$ cat src/rtl/msi_irq_sched_pkg.sv
// rtl/msi_irq_sched_pkg.sv - shared types and vector mapping for the MSI interrupt scheduler
package msi_irq_sched_pkg;

    localparam int MAX_MMENABLE = 5;

    typedef enum logic [1:0] {
        IDLE,
        REQ,
        GAP
    } state_e;

    // Fold VEC_BASE+idx into the host-allocated vector range; one vector maps everything to 0.
    function automatic logic [7:0] map_vector(input logic [7:0] vec_base,
                                              input logic [2:0] idx,
                                              input logic [2:0] mmenable);
        logic [2:0] m;
        logic [7:0] v;
        logic [7:0] mask;
        m    = (mmenable > 3'(MAX_MMENABLE)) ? 3'(MAX_MMENABLE) : mmenable;
        v    = vec_base + {5'd0, idx};
        mask = (8'd1 << m) - 8'd1;
        return v & mask;
    endfunction

endpackage

$ cat src/rtl/msi_irq_sched_if.sv
// rtl/msi_irq_sched_if.sv - endpoint MSI request handshake between scheduler and PCIe core
interface msi_irq_sched_if;

    logic       cfg_interrupt;
    logic       cfg_interrupt_rdy;
    logic [7:0] cfg_interrupt_di;
    logic       msi_enable;
    logic [2:0] msi_mmenable;

    modport master (
        output cfg_interrupt,
        output cfg_interrupt_di,
        input  cfg_interrupt_rdy,
        input  msi_enable,
        input  msi_mmenable
    );

    modport slave (
        input  cfg_interrupt,
        input  cfg_interrupt_di,
        output cfg_interrupt_rdy,
        output msi_enable,
        output msi_mmenable
    );

endinterface

$ cat src/rtl/msi_rr_arbiter.sv
// rtl/msi_rr_arbiter.sv - combinational round-robin pick of the first eligible source at or after ptr
module msi_rr_arbiter #(
    parameter int N  = 4,
    parameter int IW = 2
) (
    input  logic [N-1:0]  eligible,
    input  logic [IW-1:0] ptr,
    output logic [IW-1:0] grant,
    output logic          valid
);

    logic [2*N-1:0] dbl;
    logic [2*N-1:0] rot;
    logic [IW-1:0]  off;
    logic [IW:0]    sum;

    // Rotate so bit 0 is the pointer position, then take the lowest set bit.
    always_comb begin
        dbl   = {eligible, eligible};
        rot   = dbl >> ptr;
        off   = '0;
        for (int k = N - 1; k >= 0; k--) begin
            if (rot[k]) begin
                off = IW'(k);
            end
        end
        sum = {1'b0, ptr} + {1'b0, off};
        if (sum >= (IW + 1)'(N)) begin
            sum = sum - (IW + 1)'(N);
        end
        grant = sum[IW-1:0];
        valid = |eligible;
    end

endmodule

$ cat src/rtl/msi_irq_sched.sv
// rtl/msi_irq_sched.sv - collects interrupt lines and issues one round-robin MSI request at a time
module msi_irq_sched
    import msi_irq_sched_pkg::*;
#(
    parameter int                 NUM_SRC   = 4,
    parameter int                 VEC_BASE  = 1,
    parameter logic [NUM_SRC-1:0] SRC_LEVEL = {NUM_SRC{1'b1}},
    parameter int                 HOLDOFF   = 1024
) (
    input  logic                 clk,
    input  logic                 rst_n,
    input  logic [NUM_SRC-1:0]   irq_src,
    input  logic [NUM_SRC-1:0]   irq_mask,
    msi_irq_sched_if.master      msi,
    output logic [NUM_SRC-1:0]   pending,
    output logic                 busy
);

    localparam int IW = (NUM_SRC > 1) ? $clog2(NUM_SRC) : 1;
    localparam int HW = $clog2(HOLDOFF + 1);

    state_e             state_q, state_d;
    logic [NUM_SRC-1:0] irq_q, irq_dly_q;
    logic [NUM_SRC-1:0] pending_q, pending_d;
    logic [IW-1:0]      ptr_q, ptr_d;
    logic [IW-1:0]      idx_q, idx_d;
    logic [7:0]         di_q, di_d;

    logic [NUM_SRC-1:0] eligible;
    logic [NUM_SRC-1:0] rise;
    logic [NUM_SRC-1:0] clr;
    logic [NUM_SRC-1:0] rearm;
    logic [IW-1:0]      win;
    logic               win_valid;
    logic               grant_fire;

    assign eligible   = pending_q & ~irq_mask;
    assign rise       = irq_q & ~irq_dly_q;
    assign grant_fire = (state_q == REQ) && msi.cfg_interrupt_rdy;

    msi_rr_arbiter #(
        .N  (NUM_SRC),
        .IW (IW)
    ) u_arb (
        .eligible (eligible),
        .ptr      (ptr_q),
        .grant    (win),
        .valid    (win_valid)
    );

    // Level sources re-pend when their holdoff expires while the line is still high.
    for (genvar i = 0; i < NUM_SRC; i++) begin : g_hold
        logic [HW-1:0] cnt_q, cnt_d;
        logic          rearm_b;

        always_comb begin
            cnt_d   = cnt_q;
            rearm_b = 1'b0;
            if (SRC_LEVEL[i] && grant_fire && (idx_q == IW'(i))) begin
                cnt_d = HW'(HOLDOFF);
            end else if (cnt_q != '0) begin
                cnt_d   = cnt_q - HW'(1);
                rearm_b = (cnt_q == HW'(1)) && irq_q[i];
            end
        end

        always_ff @(posedge clk) begin
            if (!rst_n) begin
                cnt_q <= '0;
            end else begin
                cnt_q <= cnt_d;
            end
        end

        assign rearm[i] = rearm_b;
    end

    always_comb begin
        state_d = state_q;
        idx_d   = idx_q;
        di_d    = di_q;
        ptr_d   = ptr_q;
        clr     = '0;
        case (state_q)
            IDLE: begin
                if (msi.msi_enable && win_valid) begin
                    idx_d   = win;
                    di_d    = map_vector(8'(VEC_BASE), 3'(win), msi.msi_mmenable);
                    state_d = REQ;
                end
            end
            REQ: begin
                if (msi.cfg_interrupt_rdy) begin
                    clr     = NUM_SRC'(1) << idx_q;
                    ptr_d   = (idx_q == IW'(NUM_SRC - 1)) ? '0 : idx_q + IW'(1);
                    state_d = GAP;
                end
            end
            GAP: begin
                state_d = IDLE;
            end
            default: begin
                state_d = IDLE;
            end
        endcase
        // A fresh edge in the grant cycle must survive the clear.
        pending_d = (pending_q & ~clr) | rise | rearm;
    end

    always_ff @(posedge clk) begin
        if (!rst_n) begin
            state_q   <= IDLE;
            irq_q     <= '0;
            irq_dly_q <= '0;
            pending_q <= '0;
            ptr_q     <= '0;
            idx_q     <= '0;
            di_q      <= '0;
        end else begin
            state_q   <= state_d;
            irq_q     <= irq_src;
            irq_dly_q <= irq_q;
            pending_q <= pending_d;
            ptr_q     <= ptr_d;
            idx_q     <= idx_d;
            di_q      <= di_d;
        end
    end

    assign msi.cfg_interrupt    = (state_q == REQ);
    assign msi.cfg_interrupt_di = (state_q == REQ) ? di_q : 8'd0;
    assign pending              = pending_q;
    assign busy                 = (state_q != IDLE);

endmodule

$ cat src/flat_wrapper.sv
// flat-port wrapper written by rule: the top's interface ports become plain ports
module msi_irq_sched_flat import msi_irq_sched_pkg::*;
#(
    parameter int                 NUM_SRC   = 4,
    parameter int                 VEC_BASE  = 1,
    parameter logic [NUM_SRC-1:0] SRC_LEVEL = {NUM_SRC{1'b1}},
    parameter int                 HOLDOFF   = 1024
)
  (clk, rst_n, irq_src, irq_mask, pending, busy, msi_cfg_interrupt, msi_cfg_interrupt_di, msi_cfg_interrupt_rdy, msi_msi_enable, msi_msi_mmenable);
  msi_irq_sched_if msi_i ();
  input  logic clk;
  input  logic rst_n;
  input  logic [NUM_SRC-1:0] irq_src;
  input  logic [NUM_SRC-1:0] irq_mask;
  output logic [NUM_SRC-1:0] pending;
  output logic busy;
  output wire logic [$bits(msi_i.cfg_interrupt)-1:0] msi_cfg_interrupt;
  output wire logic [$bits(msi_i.cfg_interrupt_di)-1:0] msi_cfg_interrupt_di;
  input wire logic [$bits(msi_i.cfg_interrupt_rdy)-1:0] msi_cfg_interrupt_rdy;
  input wire logic [$bits(msi_i.msi_enable)-1:0] msi_msi_enable;
  input wire logic [$bits(msi_i.msi_mmenable)-1:0] msi_msi_mmenable;
  assign msi_cfg_interrupt = msi_i.cfg_interrupt;
  assign msi_cfg_interrupt_di = msi_i.cfg_interrupt_di;
  assign msi_i.cfg_interrupt_rdy = msi_cfg_interrupt_rdy;
  assign msi_i.msi_enable = msi_msi_enable;
  assign msi_i.msi_mmenable = msi_msi_mmenable;
  msi_irq_sched #(.NUM_SRC(NUM_SRC), .VEC_BASE(VEC_BASE), .SRC_LEVEL(SRC_LEVEL), .HOLDOFF(HOLDOFF)) u_core (.clk(clk), .rst_n(rst_n), .irq_src(irq_src), .irq_mask(irq_mask), .msi(msi_i), .pending(pending), .busy(busy));
endmodule
$ cat config.mk
export PLATFORM = sky130hd
export DESIGN_NAME = msi_irq_sched_flat
export DESIGN_NICKNAME = d
export VERILOG_FILES = /design/src/rtl/msi_irq_sched_pkg.sv /design/src/rtl/msi_irq_sched_if.sv /design/src/rtl/msi_rr_arbiter.sv /design/src/rtl/msi_irq_sched.sv /design/src/flat_wrapper.sv
export SDC_FILE = /design/constraint.sdc
export NUM_CORES = 1
export LEC_CHECK = 0
export CORE_MARGIN = 3
export CORE_UTILIZATION = 35
export CTS_CLUSTER_SIZE = 20
export DETAILED_ROUTE_END_ITERATION = 10
export PLACE_DENSITY = 0.62
export SLEW_MARGIN = 40
export SYNTH_ARGS = -nofsm -noshare
export SYNTH_HDL_FRONTEND = slang
export SYNTH_SLANG_ARGS = --single-unit
$ cat constraint.sdc
create_clock -name clk -period 2.7 [get_ports clk]
set_input_delay 0.54 -clock clk [delete_from_list [all_inputs] [get_ports clk]]
set_output_delay 0.54 -clock clk [all_outputs]
set_load 0.05 [all_outputs]
==> flow_metrics.env, run 1 <==
export IMPL_areaGrowthSynthToFinish_pct=17.4
export IMPL_powerDensity_nw_per_um2=1040
export IMPL_synth_area_um2=3180
export IMPL_wl_per_cell_um=12.4
export IMPL_drc_errors=0
export IMPL_layout_drive_gt1_share=0.0882
export IMPL_synth_seq_cells=65
export IMPL_worst_slack_ns=0.116
export IMPL_wl_um=6280
export IMPL_ctsHoldBuffers=0
export IMPL_drt_iter0_markers=61
export IMPL_cts_buffer_depth=2
export IMPL_cts_tree="yes"
export IMPL_nNetsFinal=425
export IMPL_die_w_um=101
export IMPL_cts_sinks=65
export IMPL_diodes=0
export IMPL_placed_area_um2=3530
export IMPL_leakagePower_uw=0.00152
export IMPL_io_pins=29
export IMPL_critPathMaxFanout=2
export IMPL_grt_pass1_wl_um=10900
export IMPL_maxSlewViolCount=0
export IMPL_arrival_ns=2.86
export IMPL_setup_violations=0
export IMPL_worst_hold_path_type="reg -> reg"
export IMPL_core_um2=8760
export IMPL_clkTransAtPathRegs_ns=0.07
export IMPL_worst_slew_pin_slew_ns=0.614
export IMPL_ant_nets=0
export IMPL_clockRootBuffer="clkbuf_8"
export IMPL_antenna_found_initial=0
export IMPL_drt_pass1_iterations=4
export IMPL_postSynthCellCount=362
export IMPL_synth_adder_area_share=0.0701
export IMPL_dieArea_um2=10300
export IMPL_relSlewSlack=0.587
export IMPL_most_common_layout_cells="dfxtp_1 (65), nor2_1 (47), nand2_1 (28)"
export IMPL_port_buffers=23
export IMPL_status="finished, final reports clean"
export IMPL_final_area_um2=3730
export IMPL_hpwlAfterDp_um=4450
export IMPL_final_hold_viol_count=0
export IMPL_num_rows=34
export IMPL_synth_top_family_by_area="simple AND/OR/NAND/NOR gates"
export IMPL_grt_max_degree=13
export IMPL_dp_cells=490
export IMPL_pre_cts_slack_ns=-0.236
export IMPL_grt_pass1_vias=2490
export IMPL_gp_congestion=0.809
export IMPL_finalCritPeriodShare=0.957
export IMPL_synth_mux_area_frac=0.0130
export IMPL_htreeDepth=3
export IMPL_ys_warnings_count=0
export IMPL_synth_simple_area_share=0.278
export IMPL_vdd_drop_max_v=0.000270
export IMPL_max_freq_mhz=387
export IMPL_hold_ws_ns=0.398
export IMPL_startpoint_type="input port"
export IMPL_synth_compound_area_frac=0.0933
export IMPL_synth_avg_cell_area_um2=8.78
export IMPL_post_route_util=0.426
export IMPL_routed_via_density=4.97
export IMPL_yosysSeqAreaShare=0.409
export IMPL_post_cts_setup_buffer_count=0
export IMPL_rsz0062_at_grt="no"
export IMPL_cp_data_required_time_ns=2.98
export IMPL_final_common_cell="dfxtp_1"
export IMPL_cap_violations=0
export IMPL_numCtsBuffers=9
export IMPL_end_kind="register"
export IMPL_ys_types=50
export IMPL_stdcell_count=505
export IMPL_clock_skew_ns=0.00935
export IMPL_fin_crit_ns=2.58
export IMPL_crit_type="in -> reg"
export IMPL_start_util=0.363
export IMPL_cts_resized=0
export IMPL_gr_total_overflow=0
export IMPL_grt_usage=0.132
export IMPL_synth_xor_area_frac=0.0854
export IMPL_vias=2508
export IMPL_fillers=870
export IMPL_fp_dieH_um=101
export IMPL_insertion_delay_ns=0.34
final cells by class:
type	instances	area, um2	share of cell area
tap	108	135	0.0362
clock inverter	3	40.0	0.0107
sequential	65	1300	0.349
inverter	19	71.3	0.0191
timing repair buffer	31	290	0.0778
clock buffer	12	155	0.0416
multi-input combinational	267	1740	0.466
through the flow:
| step | power, uW | setup TNS, ns |
|---|---|---|
| detailed placement | 3060 | -0.241 |
| global placement | 3010 | -0.172 |
| global route | 4200 | 0 |
| CTS | 3910 | 0 |
| floorplan | 2760 | 0 |
| finish | 3890 | 0 |
worst max-delay path, cell delays in order:
cell	delay, ns
clkdlybuf4s50_1	0.49
nor2b_1	0.07
mux2i_1	0.19
o211ai_1	0.12
nand2_1	0.08
o21ai_0	0.08
a32o_1	0.22
ha_1	0.30
xor2_1	0.18
xnor2_1	0.12
or3_1	0.35
a21oi_2	0.11
metal layers:
metal	GRT usage	vias to the layer above	routed length, um
li1	-	1294	-
met3	0.0220	13	191
met1	0.160	1162	2990
met5	0	-	0
met2	0.223	39	2950
met4	0.0695	0	153
state kept, by name (all words and copies together), names as in the netlist:
name and cells:
u_core.g_hold.cnt_q 44, u_core.ptr_q 2, u_core.di_q 3, u_core.pending 4, u_core.irq_q 4, u_core.idx_q 2
u_core.state_q 2, u_core.irq_dly_q 4
kinds of logic after synthesis:
logic type | count (synthesis)
adders and majority gates | 18
DFF | 65
xor gates and xnor gates | 31
buffers and inverters | 34
muxes | 4
other | 1
AOI/OAI and AO/OA | 48
and+or+nand+nor | 161
cell usage after synthesis (all sizes together):
| cell type | number | area, um2 |
|---|---|---|
| a211oi | 6 | 45.0 |
| a21oi | 22 | 110 |
| a311o | 1 | 10.0 |
| a31oi | 2 | 12.5 |
| a32o | 1 | 10.0 |
| a32oi | 1 | 8.76 |
| and2 | 8 | 50.1 |
| and3 | 1 | 6.26 |
| and3b | 1 | 8.76 |
| buf | 8 | 58.8 |
| clkbuf | 7 | 27.5 |
| conb | 1 | 3.75 |
| dfxtp | 65 | 1300 |
| ha | 17 | 213 |
| inv | 19 | 71.3 |
| maj3 | 1 | 10.0 |
| mux2 | 1 | 11.3 |
| mux2i | 3 | 30.0 |
| nand2 | 28 | 105 |
| nand2b | 5 | 31.3 |
| nand3 | 7 | 35.0 |
| nand3b | 5 | 45.0 |
| nand4 | 1 | 6.26 |
| nand4b | 2 | 17.5 |
| nor2 | 47 | 176 |
| nor2b | 4 | 25.0 |
| nor3 | 16 | 85.1 |
| nor3b | 4 | 30.0 |
| nor4 | 7 | 80.1 |
| nor4b | 1 | 8.76 |
| nor4bb | 2 | 20.0 |
| o211ai | 2 | 15.0 |
| o21ai | 3 | 15.0 |
| o22ai | 4 | 25.0 |
| o31ai | 6 | 45.0 |
| or2 | 2 | 12.5 |
| or3 | 15 | 98.8 |
| or4 | 5 | 42.5 |
| xnor2 | 14 | 123 |
| xor2 | 17 | 149 |
report_power, final:
part | leakage (uW) | internal, uW | total [uW] | switching, uW
Combinational | 0.000882 | 729 | 1620 | 894
Clock | 0.000102 | 469 | 833 | 363
Sequential | 0.000535 | 1190 | 1430 | 236
Total | 0.00152 | 2390 | 3890 | 1490
path summary, 6_finish.rpt:
kind | from | endpoint | slack [ns] | cells past startpoint
max reg2reg | u_core.ptr_q[0] | u_core.di_q[1] | 0.22 | 10
min reg2reg | u_core.irq_dly_q[0] | u_core.pending[0] | 0.40 | 1
max | irq_mask[2] | u_core.di_q[1] | 0.12 | 12
min | u_core.irq_dly_q[0] | u_core.pending[0] | 0.40 | 1
Note: power is estimated with default switching activity, not from simulation.
==> inputs of run 2 (changes only) <==
--- a/config.mk
+++ b/config.mk
@@ -5,12 +5,12 @@
 export SDC_FILE = /design/constraint.sdc
 export NUM_CORES = 1
 export LEC_CHECK = 0
+export CORE_ASPECT_RATIO = 0.9
 export CORE_MARGIN = 3
 export CORE_UTILIZATION = 35
 export CTS_CLUSTER_SIZE = 20
 export DETAILED_ROUTE_END_ITERATION = 10
 export PLACE_DENSITY = 0.62
-export SLEW_MARGIN = 40
 export SYNTH_ARGS = -nofsm -noshare
 export SYNTH_HDL_FRONTEND = slang
 export SYNTH_SLANG_ARGS = --single-unit
==> flow_metrics.env, run 2 (synthesized netlist as in run 1, its figures left out) <==
export IMPL_status="finished, final reports clean"
export IMPL_rr_endpoint="u_core.di_q[1]"
export IMPL_htreeDepth=3
export IMPL_grt_max_degree=15
export IMPL_reg2regPathDepth=10
export IMPL_cts_sinks=65
export IMPL_wl_um=6020
export IMPL_areaGrowthSynthToFinish_pct=19.0
export IMPL_largest_reg_flops=44
export IMPL_drt_iter0_markers=60
export IMPL_drt_pass1_iterations=4
export IMPL_comb_power_share=0.409
export IMPL_ant_nets=0
export IMPL_cts_tree="yes"
export IMPL_setup_violations=0
export IMPL_fin_crit_ns=2.55
export IMPL_powerDensity_nw_per_um2=1040
export IMPL_port_buffers=23
export IMPL_end_kind="register"
export IMPL_fin_setup_tns_ns=0
export IMPL_cp_data_required_time_ns=2.98
export IMPL_top_register="u_core.g_hold.cnt_q"
export IMPL_relSlewSlack=0.602
export IMPL_grt_pass1_vias=2377
export IMPL_num_rows=32
export IMPL_cts_buffer_depth=2
export IMPL_layout_drive_gt1_share=0.0957
export IMPL_gp_congestion=0.745
export IMPL_switching_share=0.380
export IMPL_fillers=872
export IMPL_clock_skew_ns=0.0102
export IMPL_worst_slack_ns=0.147
export IMPL_hp_start="u_core.irq_dly_q[0]"
export IMPL_worst_hold_path_type="reg -> reg"
export IMPL_whs_path_depth=1
export IMPL_numCtsBuffers=9
export IMPL_grt_pass1_wl_um=10500
export IMPL_final_area_um2=3780
export IMPL_worst_slew_pin_slew_ns=0.591
export IMPL_crit_type="in -> reg"
export IMPL_rsz0062_at_grt="no"
export IMPL_diodes=0
export IMPL_startpoint_type="input port"
export IMPL_clkPwrFrac=0.230
export IMPL_final_common_cell="dfxtp_1"
export IMPL_wl_per_cell_um=11.7
export IMPL_maxSlewViolCount=0
export IMPL_routed_via_density=4.78
export IMPL_worstReg2RegStart="u_core.ptr_q[0]"
export IMPL_leakagePower_uw=0.00152
export IMPL_io_pins=29
export IMPL_finalCritPeriodShare=0.945
export IMPL_vias=2465
export IMPL_dieArea_um2=10300
export IMPL_clockRootBuffer="clkbuf_8"
export IMPL_start_util=0.366
export IMPL_most_common_layout_cells="dfxtp_1 (65), nor2_1 (47), nand2_1 (28)"
export IMPL_die_w_um=106
export IMPL_arrival_ns=2.83
export IMPL_drc_errors=0
export IMPL_final_hold_viol_count=0
export IMPL_placed_area_um2=3530
export IMPL_critPathMaxFanout=2
export IMPL_fp_dieH_um=96.4
export IMPL_ff2ff_setup_slack_ns=0.20
export IMPL_insertion_delay_ns=0.35
export IMPL_pre_cts_slack_ns=-0.246
export IMPL_cap_violations=0
export IMPL_crit_start="irq_mask[2]"
export IMPL_clkTransAtPathRegs_ns=0.07
export IMPL_pwr_share_seq=0.362
export IMPL_hpwlAfterDp_um=4420
export IMPL_max_freq_mhz=392
export IMPL_switching_power_uw=1500
export IMPL_gr_total_overflow=0
export IMPL_core_um2=8690
export IMPL_whs_endpoint="u_core.pending[0]"
export IMPL_nNetsFinal=424
export IMPL_grt_usage=0.128
export IMPL_p_int_uw=2450
export IMPL_vdd_drop_max_v=0.000391
export IMPL_antenna_found_initial=0
-- run 2: changes by cell type in the layout (fill, tap and decap cells not counted) --
cell and delta:
ha_4 +1, clkbuf_8 -2, bufinv_16 +1, buf_4 -1
clkinv_4 +2, xor2_1 -1, ha_1 -1, clkinvlp_4 +1
clkbuf_1 -1, xor2_2 +1
-- run 2: through the flow --
step	hold WS (ns)	util	std cells	total power [uW]
floorplan	0.388	-	366	2760
global placement	0.394	0.407	499	3000
detailed placement	0.399	0.407	499	3050
CTS	0.409	0.432	515	3980
global route	0.421	0.435	516	4290
finish	0.405	0.435	516	3940
-- run 2: power by group through the flow --
stage	sequential [uW]	combinational, uW	clock, uW
after floorplan	1410	1350	0
after global placement	1440	1570	0
after detailed placement	1440	1600	0
after CTS	1430	1620	936
after global routing	1460	1850	982
final	1430	1610	906
-- run 2: worst max-delay path: stages --
cell	delay, ns
clkdlybuf4s50_1	0.49
nor2b_1	0.06
mux2i_1	0.21
o211ai_1	0.13
nand2_1	0.08
o21ai_0	0.08
a32o_1	0.24
ha_4	0.23
xor2_2	0.17
xnor2_1	0.12
or3_1	0.36
a21oi_2	0.11
-- run 2: repair_timing --
action / in CTS / in global routing
gates resized for setup: 0 / 3
setup endpoints to repair: 0 / 1
setup buffers: 0 / 1
hold buffers: 0 / 0
-- run 2: routing by layer --
metal | track usage | vias up | wire length (um)
met4 | 0.0639 | 0 | 149
met3 | 0.0445 | 12 | 267
met2 | 0.205 | 32 | 2610
met1 | 0.154 | 1119 | 3000
li1 | - | 1302 | -
met5 | 0 | - | 0
-- run 2: worst max path at each step --
stage	to	slack [ns]	cells past startpoint
2_1_floorplan	u_core.di_q[1]	0.16	10
5_1_grt	u_core.di_q[1]	0.02	12
3_5_place_dp	u_core.di_q[1]	-0.25	11
3_3_place_gp	u_core.di_q[1]	-0.18	11
4_1_cts	u_core.di_q[1]	0.11	11
6_report	u_core.di_q[1]	0.15	12
-- run 2: final cells by class --
class                      count  area, um2  share of cell area
clock buffer                   9        124              0.0327
clock inverter                 7       95.1              0.0251
inverter                      19       71.3              0.0189
multi-input combinational    267       1760               0.465
sequential                    65       1300               0.344
tap                          119        149              0.0394
timing repair buffer          30        283              0.0748
==> RTL edit (flow settings as in run 1) <==
Put a register stage on the output `msi.cfg_interrupt_di`, without a reset. The value now appears one clock later.
--- a/src/rtl/msi_irq_sched.sv
+++ b/src/rtl/msi_irq_sched.sv
@@ -128,7 +128,9 @@
     end
 
     assign msi.cfg_interrupt    = (state_q == REQ);
-    assign msi.cfg_interrupt_di = (state_q == REQ) ? di_q : 8'd0;
+    always_ff @(posedge clk) begin
+        msi.cfg_interrupt_di <= (state_q == REQ) ? di_q : 8'd0;
+    end
     assign pending              = pending_q;
     assign busy                 = (state_q != IDLE);
 
Check against the original RTL: not equivalent (Yosys sat finds a counterexample within 4 cycles, from zero or initial values and one cycle with rst_n low).
==> RTL edit against run 1 <==
  * Worst hold slack improved by 0.0060 ns
  * Clock power rose by 5.5%
  * Via count fell by 3.8%
  * Register-to-register slack improved by 0.06 ns
  * Sequential cell count increased by 3
  * Non-clock buffer count is 3 higher
  * Power up 3.2%
  * Global-route usage shrank 0.96 points
  * Design area shrank 0.40%
  * Wire length fell by 8.9%
  * Synthesized area down 1.6%
  * Worst setup slack improved by 0.053 ns
  * Critical path type unchanged
==> RTL edit: results <==
{
  "leakage_nw": 1.54,
  "crit_arrival_ns": 2.80,
  "h-tree-depth": 3,
  "p_int_mw": 2.51,
  "grt_max_degree": 13,
  "regMostFlops": "u_core.g_hold.cnt_q",
  "synth_seq_area_share_pct": 43.5,
  "max_slew_margin_pct": 65.9,
  "first_pass_iters": 4,
  "grt_pass1_vias": 2256,
  "placed_cells": 489,
  "gp_congestion": 0.739,
  "r2r_end": "u_core.di_q[1]",
  "vdd_drop_max_uv": 650,
  "viasPerCell": 4.79,
  "synth_cell_types": 47,
  "yosys-top-cells-area": "dfxtp_1, ha_1, nor2_1",
  "grt_first_pass_wirelength_um": 9920,
  "status": "finished, final reports clean",
  "wl_per_cell_um": 11.4,
  "r2r_start": "u_core.ptr_q[0]",
  "drt_wl_total_um": 5720,
  "postCtsSetupRepairBufs": 0,
  "synth_edf_count": 0,
  "dpl.hpwl_um": 4120,
  "drt_iter0_drc": 51,
  "track_usage_pct": 12.2,
  "finClkSkew_ns": 0.00722,
  "insertion_delay_ns": 0.34,
  "critPathCaptureType": "register",
  "finalNetCount": 426,
  "ys_warn_count": 0,
  "postSynthAreaPerCell_um2": 8.69,
  "async_reset_ff_share_pct": 0,
  "drive_gt1_share_pct": 8.02,
  "cts_resized": 0,
  "nFillCells": 825,
  "reg2reg_slack_ns": 0.28,
  "synth.most_common_cell": "dfxtp_1",
  "synthTopCellsByCount": "dfxtp_1, nor2_1, nand2_1, a21oi_1, inv_1"
}
## RTL edit: power by group through the flow
stage	registers, mW	clock network (mW)	logic, mW
detailed placement	1.51	0	1.64
global route	1.54	0.947	1.87
finish	1.49	0.879	1.64
floorplan	1.49	0	1.31
CTS	1.50	0.904	1.65
global placement	1.51	0	1.62
## RTL edit: how the worst min path moves through the flow
stage	start	end	slack, ns	cells past startpoint
floorplan	u_core.irq_dly_q[0]	u_core.pending[0]	0.39	1
global placement	u_core.irq_dly_q[3]	u_core.pending[3]	0.39	1
detailed placement	u_core.irq_dly_q[1]	u_core.pending[1]	0.40	1
CTS	u_core.irq_dly_q[1]	u_core.pending[1]	0.41	1
global route	u_core.irq_dly_q[2]	u_core.pending[2]	0.42	1
finish	u_core.irq_dly_q[1]	u_core.pending[1]	0.40	1
## RTL edit: critical path, stage by stage
cell,delay (ns)
clkdlybuf4s50_1,0.41
nand2b_1,0.17
mux2_2,0.28
nand2_1,0.05
o21ai_0,0.07
a32o_1,0.21
ha_1,0.30
xor2_1,0.18
xnor2_1,0.12
or3_1,0.34
a21oi_1,0.12
## RTL edit: layout make-up
| type | count | area, um2 | area share [%] |
|---|---|---|---|
| clock inverter | 6 | 80.1 | 2.15 |
| clock buffer | 9 | 124 | 3.33 |
| tap | 105 | 131 | 3.53 |
| sequential | 68 | 1360 | 36.6 |
| inverter | 17 | 63.8 | 1.72 |
| timing repair buffer | 34 | 313 | 8.41 |
| multi-input combinational | 265 | 1640 | 44.2 |
## RTL edit: logic make-up after synthesis
| group | after synthesis | share of synthesized area (%) |
|---|---|---|
| compound gates | 52 | 10.3 |
| buf+inv | 31 | 4.40 |
| other cells | 1 | 0.120 |
| mux | 6 | 2.00 |
| xor+xnor | 28 | 7.84 |
| flops | 68 | 43.5 |
| fa+ha+maj | 17 | 6.72 |
| simple gates | 157 | 25.1 |
## RTL edit: through the flow
step	util, %	area (um2)	worst slack [ns]	power (mW)
finish	43.9	3720	0.169	4.01
floorplan	-	3140	0.163	2.80
global placement	41.5	3510	-0.148	3.12
global route	43.9	3720	0.0555	4.35
CTS	43.9	3720	0.176	4.05
detailed placement	41.5	3510	-0.174	3.15
## RTL edit: metal layers
metal	part of all wire (%)	GRT usage, %	routed length [um]
met1	50	15.9	2890
met2	43	18.5	2460
met3	4.5	3.32	258
met4	2.1	6.53	119
met5	0	0	0
